## src/rtl/adc_cap_pkg.sv

```systemverilog
// Shared state encoding, trigger-mode codes and default widths for the
// ADC capture controller.
package adc_cap_pkg;

    localparam int DATA_W_DEF  = 12;
    localparam int ADDR_W_DEF  = 12;
    localparam int DECIM_W_DEF = 16;

    localparam logic [1:0] TRIG_IMM   = 2'd0;
    localparam logic [1:0] TRIG_LEVEL = 2'd1;
    localparam logic [1:0] TRIG_EXT   = 2'd2;

    typedef enum logic [1:0] {
        IDLE    = 2'd0,
        ARMED   = 2'd1,
        CAPTURE = 2'd2,
        DONE    = 2'd3
    } cap_state_t;

endpackage

```

## src/rtl/adc_capture_ctrl_trig.sv

```systemverilog
// Trigger qualification: external-trigger synchronizer with rising-edge detect,
// and unsigned level-crossing compare on the registered ADC stream.
module adc_trig_detect
    import adc_cap_pkg::*;
#(
    parameter int DATA_W = DATA_W_DEF
) (
    input  logic              clk_i,
    input  logic              rst_n,
    input  logic              armed,
    input  logic [1:0]        mode,
    input  logic [DATA_W-1:0] level,
    input  logic [DATA_W-1:0] adc_q,
    input  logic [DATA_W-1:0] prev_q,
    input  logic              ext_trig,
    output logic              trig
);

    logic ext_s1;
    logic ext_s2;
    logic ext_s3;
    logic ext_edge;
    logic level_cross;
    logic hit;

    always_ff @(posedge clk_i or negedge rst_n) begin
        if (!rst_n) begin
            ext_s1 <= 1'b0;
            ext_s2 <= 1'b0;
            ext_s3 <= 1'b0;
        end else begin
            ext_s1 <= ext_trig;
            ext_s2 <= ext_s1;
            ext_s3 <= ext_s2;
        end
    end

    assign ext_edge    = ext_s2 & ~ext_s3;
    assign level_cross = (prev_q < level) && (adc_q >= level);

    // Mode 3 is an alias of immediate.
    always_comb begin
        hit = 1'b1;
        case (mode)
            TRIG_IMM:   hit = 1'b1;
            TRIG_LEVEL: hit = level_cross;
            TRIG_EXT:   hit = ext_edge;
            default:    hit = 1'b1;
        endcase
    end

    assign trig = armed & hit;

endmodule

```

## src/rtl/adc_capture_ctrl.sv

```systemverilog
// Sequences one triggered, decimated ADC acquisition into the capture BRAM
// and reports busy/done/over-range status.
module adc_capture_ctrl
    import adc_cap_pkg::*;
#(
    parameter int DATA_W  = DATA_W_DEF,
    parameter int ADDR_W  = ADDR_W_DEF,
    parameter int DECIM_W = DECIM_W_DEF
) (
    input  logic               clk_i,
    input  logic               rst_n,
    input  logic [DATA_W-1:0]  adc_data,
    input  logic               adc_otr,
    input  logic               cfg_start,
    input  logic               cfg_abort,
    input  logic [ADDR_W:0]    cfg_len,
    input  logic [DECIM_W-1:0] cfg_decim,
    input  logic [1:0]         cfg_trig_mode,
    input  logic [DATA_W-1:0]  cfg_trig_level,
    input  logic               ext_trig,
    output logic               wr_en,
    output logic [ADDR_W-1:0]  wr_addr,
    output logic [31:0]        wr_data,
    output logic               busy,
    output logic               done,
    output logic               otr_seen,
    output logic [ADDR_W:0]    sample_cnt
);

    localparam logic [ADDR_W:0]    CNT_ONE = {{ADDR_W{1'b0}}, 1'b1};
    localparam logic [DECIM_W-1:0] DEC_ONE = {{(DECIM_W-1){1'b0}}, 1'b1};

    cap_state_t state_q;
    cap_state_t state_d;

    logic [DATA_W-1:0]  adc_q;
    logic [DATA_W-1:0]  prev_q;
    logic               otr_q;
    logic [ADDR_W:0]    len_q;
    logic [DECIM_W-1:0] decim_q;
    logic [DECIM_W-1:0] dec_cnt;
    logic [DECIM_W-1:0] dec_next;
    logic [1:0]         mode_q;
    logic [DATA_W-1:0]  level_q;
    logic [ADDR_W:0]    cnt_inc;
    logic               trig;
    logic               start_ok;
    logic               last_wr;
    logic               dec_run;
    logic               do_start;
    logic               do_write;

    always_ff @(posedge clk_i or negedge rst_n) begin
        if (!rst_n) begin
            adc_q  <= '0;
            prev_q <= '0;
            otr_q  <= 1'b0;
        end else begin
            adc_q  <= adc_data;
            prev_q <= adc_q;
            otr_q  <= adc_otr;
        end
    end

    adc_trig_detect #(
        .DATA_W (DATA_W)
    ) u_trig (
        .clk_i    (clk_i),
        .rst_n    (rst_n),
        .armed    (state_q == ARMED),
        .mode     (mode_q),
        .level    (level_q),
        .adc_q    (adc_q),
        .prev_q   (prev_q),
        .ext_trig (ext_trig),
        .trig     (trig)
    );

    assign start_ok = cfg_start && (cfg_len != '0);
    assign cnt_inc  = sample_cnt + CNT_ONE;
    assign last_wr  = (cnt_inc == len_q);
    assign dec_next = (dec_cnt == decim_q) ? '0 : dec_cnt + DEC_ONE;
    // The trigger cycle is decimation phase 0, so the counter advances from it onward.
    assign dec_run  = (state_q == CAPTURE) || ((state_q == ARMED) && trig);
    assign busy     = (state_q == ARMED) || (state_q == CAPTURE);

    always_ff @(posedge clk_i or negedge rst_n) begin
        if (!rst_n) begin
            state_q <= IDLE;
        end else begin
            state_q <= state_d;
        end
    end

    always_comb begin
        state_d  = state_q;
        do_start = 1'b0;
        do_write = 1'b0;
        case (state_q)
            IDLE, DONE: begin
                if (start_ok) begin
                    do_start = 1'b1;
                    state_d  = ARMED;
                end
            end
            ARMED: begin
                if (trig) begin
                    do_write = 1'b1;
                    state_d  = last_wr ? DONE : CAPTURE;
                end
            end
            CAPTURE: begin
                if (dec_cnt == '0) begin
                    do_write = 1'b1;
                    if (last_wr) begin
                        state_d = DONE;
                    end
                end
            end
            default: state_d = IDLE;
        endcase
        if (cfg_abort) begin
            state_d  = IDLE;
            do_start = 1'b0;
            do_write = 1'b0;
        end
    end

    always_ff @(posedge clk_i or negedge rst_n) begin
        if (!rst_n) begin
            wr_en      <= 1'b0;
            wr_addr    <= '0;
            wr_data    <= '0;
            done       <= 1'b0;
            otr_seen   <= 1'b0;
            sample_cnt <= '0;
            dec_cnt    <= '0;
            len_q      <= '0;
            decim_q    <= '0;
            mode_q     <= '0;
            level_q    <= '0;
        end else begin
            wr_en <= do_write;
            if (do_start) begin
                len_q      <= cfg_len;
                decim_q    <= cfg_decim;
                mode_q     <= cfg_trig_mode;
                level_q    <= cfg_trig_level;
                done       <= 1'b0;
                otr_seen   <= 1'b0;
                sample_cnt <= '0;
                dec_cnt    <= '0;
            end
            if (dec_run) begin
                dec_cnt <= dec_next;
            end
            if (do_write) begin
                wr_addr    <= sample_cnt[ADDR_W-1:0];
                wr_data    <= 32'({otr_q, adc_q});
                sample_cnt <= cnt_inc;
                if (otr_q) begin
                    otr_seen <= 1'b1;
                end
                if (last_wr) begin
                    done <= 1'b1;
                end
            end
        end
    end

endmodule

```

## config.mk

```make
export PLATFORM = sky130hd
export DESIGN_NAME = adc_capture_ctrl
export DESIGN_NICKNAME = d
export VERILOG_FILES = /design/src/rtl/adc_cap_pkg.sv /design/src/rtl/adc_capture_ctrl_trig.sv /design/src/rtl/adc_capture_ctrl.sv
export SDC_FILE = /design/constraint.sdc
export NUM_CORES = 1
export LEC_CHECK = 0
export CAP_MARGIN = 30
export CORE_MARGIN = 3
export CORE_UTILIZATION = 35
export CTS_CLUSTER_DIAMETER = 150
export DETAILED_ROUTE_END_ITERATION = 7
export GPL_TIMING_DRIVEN = 0
export HOLD_SLACK_MARGIN = 0.12
export PLACE_DENSITY = 0.58
export SETUP_SLACK_MARGIN = 0.4
export SLEW_MARGIN = 10
export SYNTH_ARGS = -nofsm -noshare
export SYNTH_HDL_FRONTEND = slang
export SYNTH_SLANG_ARGS = --single-unit
```

## constraint.sdc

```tcl
create_clock -name clk_i -period 2.9 [get_ports clk_i]
set_clock_uncertainty 0.15 [all_clocks]
set_input_delay 0.435 -clock clk_i [delete_from_list [all_inputs] [get_ports clk_i]]
set_output_delay 0.435 -clock clk_i [all_outputs]
set_load 0.03 [all_outputs]
```

==> summary.md <==
| Metric | Value |
|---|---|
| Clock Latency Late Sink | 430 ps |
| Area leader, netlist | dfrtp_1 |
| Failing checks | setup timing |
| Number of buffers created by CTS | 17 |
| Unrepaired setup endpoints after global routing | true |
| Initial antenna violation count | 0 |
| # DRC | 0 |
| Post-synthesis xor/xnor area fraction | 4.44% |
| Worst EP required | 3110 ps |
| Worst path most repeated cell | or4_4 |
| Outcome | finished, violations left |
| Cell family with most CP delay | simple AND/OR/NAND/NOR gates |
| Lkg Pwr | 4.49 nW |
| Sw Share | 38.5% |
| Main combinational cell family by area after synthesis | simple AND/OR/NAND/NOR gates |
| Mux cell area share after synthesis | 1.20% |
| Synth area leaders | dfrtp_1 50%, nand2_1 11%, ha_1 5.8% |
| Die area | 20200 um^2 |
| Yosys cell types | 64 |
| Tot Pwr | 8.57 mW |
| #FFs+latches synth | 130 |
| Ys Warns | 0 |
| Worst-path clk slew | 70 ps |
| Synth Area in Adders | 5.79% |
| P&R area growth vs syn | 54.7% |
| Arr. time, crit path | 3160 ps |
| Core area | 18100 um^2 |
| H-Tree Depth | 4 |
| Initial Utilization | 35.8% |
| Final GP Congestion | 0.859 |
| Cell Area, Placed | 8070 um^2 |
| Fillers | 1531 |
| Post-Synth Simple-Gate Area | 21.3% |
| Flop2flop setup slack | -50 ps |
| Syn avg cell area | 9.33 um^2 |
| Crit-path max cell delay | 520 ps |
| Compound-Gate Fraction of Synth Area | 10.4% |
| Share of cells above drive strength 1 | 33.0% |
| Post-synth EDFFs | 0 |
| DPL Wire Length | 12200 um |
| DIE WIDTH | 142 um |
| I/O pin count | 122 |
| WS Path Type | register to register |
| 1st-iter DRT viols | 288 |
| Final period util | 102% |
| Minimum clock period | 2950 ps |
| Synthesized cell area | 6480 um^2 |
| Syn Inst Count | 695 |
| Clk pwr share | 25.2% |
| Pwr Density | 855 nW/um^2 |
| Via/cell ratio | 5.02 |
| Seq/Total Area, Yosys | 50.2% |
| Root Driver | clkbuf_16 |
| Hold depth | 0 |
| Most frequent cell after synthesis | nand2_1 |
| Buffers and inverters on the worst path | 1 |
| Internal power | 5.27 mW |
| Clock buffer depth | 2 |
| Sink Count | 130 |
| Setup WS pre-CTS | -466 ps |
| CP Cell Sequence | buf_4 > and2_2 > nand3_4 > o22ai_1 > or4_4 > or4_4 > o21a_1 > or3_1 > a21oi_2 |
| WL/cell | 16.6 um |
| I/O Buffers | 102 |
| Hold Violations, Final | 0 |
| Max Cap Viol | 0 |
| Setup_tns | -71.3 ps |
| GRT Total Usage | 18.4% |
| CTS tree | built |
| Post-synth top flop | dfrtp_1 |
| VDD IR max | 0.484 mV |
| Post-route setup slack | -49.8 ps |
| Yosys top cell area share | 50.2% |
| Slew @ Worst Pin | 905 ps |
| Fin util | 55.4% |
| Antenna-violating nets left | 0 |
| Largest net degree at the start of global routing | 78 |
| Maximum fanout along the worst path | 10 |
| FMAX | 339 MHz |
| Levels on crit path | 9 |
| Cells on worst reg2reg path | 9 |
| First-pass GRT wire length | 29100 um |
| CP Launch Type | register |
| Worst min-delay path class | register to register |
| NetSw | 3.30 mW |
| Slowest-stage cell, CP | or4_4 |
| Vias | 5653 |
| DR pass1 iterations | 5 |
| Die H | 142 um |
| Max-slew violations | 0 |
| Sequential share of power | 30.3% |
| Synth top cells by count | 185 x nand2_1, 130 x dfrtp_1, 52 x o21ai_0 |
| Final setup fails | 3 |
| Crit end category | register |
| Nets@finish | 975 |
| Row count | 49 |
| Antenna fix cells | 0 |
| Vias in the first global route | 5422 |
| Wirelength, routed | 18600 um |
| Comb pwr share | 44.5% |
| Post-synth ARST share | 100% |
| Worst slew margin | 39.6% |
| Design area | 10000 um^2 |
| Total global routing overflow | 0 |
[per-layer routing]
metal / GRT usage, % / up-vias / routed length, um / share of wire, %
met4: 5.10 / 0 / 430 / 2.3
met2: 27.9 / 166 / 8710 / 47
li1: - / 2706 / - / -
met3: 5.65 / 39 / 1090 / 5.9
met5: 0 / - / 0 / 0
met1: 25.7 / 2742 / 8410 / 45
[path summary, 6_finish.rpt]
| path | startpoint | to |
|---|---|---|
| worst max register to register | sample_cnt[2] | state_q[1] |
| worst min-delay path | u_trig.ext_s1 | u_trig.ext_s2 |
| worst max-delay path | sample_cnt[2] | state_q[1] |
| worst min register to register | u_trig.ext_s1 | u_trig.ext_s2 |
| max in group asynchronous | rst_n | sample_cnt[1] |
| min in group asynchronous | rst_n | decim_q[0] |
[power groups by stage]
stage / logic [mW] / clock network (mW) / registers [mW]
final: 3.81 / 2.16 / 2.60
after global routing: 4.15 / 2.30 / 2.66
after CTS: 3.35 / 2.21 / 2.57
after detailed placement: 2.74 / 0 / 2.60
after global placement: 2.72 / 0 / 2.60
after floorplan: 1.74 / 0 / 2.71
[metrics by stage]
step,cells,hold slack (ps)
after floorplan,713,-10.6
after global placement,1044,194
after detailed placement,1046,190
after CTS,1117,211
after global routing,1126,220
final,1126,208
[area by class of cell]
cell class              instances  area [um^2]  share of cell area (%)
plain buffers                  52          549                    5.48
clock buffers                  17          425                    4.24
clock inverters                15          161                    1.61
inverters                      37          150                    1.50
multi-input cells             494         3590                    35.8
flip-flops and latches        130         3270                    32.6
well taps                     229          287                    2.86
repair buffers                152         1590                    15.9
[timing repair]
item | 4_1_cts | 5_1_grt
resized for setup | 130 | 125
hold buffers | 1 | 0
hold endpoints to repair | 53 | 0
cloned | 9 | 1
pin swaps | 48 | 61
endpoints found under the setup margin | 100 | 99
buffers inserted | 29 | 8
[layout by cell type, fill, tap and decap left out, drive strengths merged, types with 3 or more instances in the layout]
master         count
nand3             30
a21oi             16
clkbuf            40
clkdlybuf4s50    100
xnor2             25
or3                9
mux2               6
and3               9
nand2b             7
o211ai             5
conb              19
a221oi             3
clkinvlp           4
nor4              17
a22o               3
nor3b              4
nand4              7
nand2            186
o21ai             54
buf               79
ha                30
a211o              3
xor2               7
inv               47
nor2              10
a21o               7
nor3               6
dfrtp            130
[cells by family (layout without fill, tap and decap cells)]
| family | Yosys count | count (layout) |
|---|---|---|
| xor+xnor | 32 | 32 |
| mux | 7 | 7 |
| other cells | 1 | 19 |
| buf+inv | 89 | 273 |
| simple gates | 296 | 296 |
| flops | 130 | 130 |
| compound gates | 110 | 110 |
| fa+ha+maj | 30 | 30 |
[worst reg2reg max path, stage by stage (launching register included)]
cell and delay (ps):
dfrtp_2 420, buf_4 180, and2_2 260, nand3_4 140, o22ai_1 80, or4_4 480, or4_4 520, o21a_1 200
or3_1 320, a21oi_2 130
[flip-flops by register name, indices dropped and copies added (netlist names), 12 cells and up]
| register | count |
|---|---|
| dec_cnt | 16 |
| decim_q | 16 |
| len_q | 13 |
| sample_cnt | 13 |
| wr_data | 13 |
| adc_q | 12 |
| level_q | 12 |
| prev_q | 12 |
| wr_addr | 12 |
Note: power is estimated with default switching activity, not from simulation.
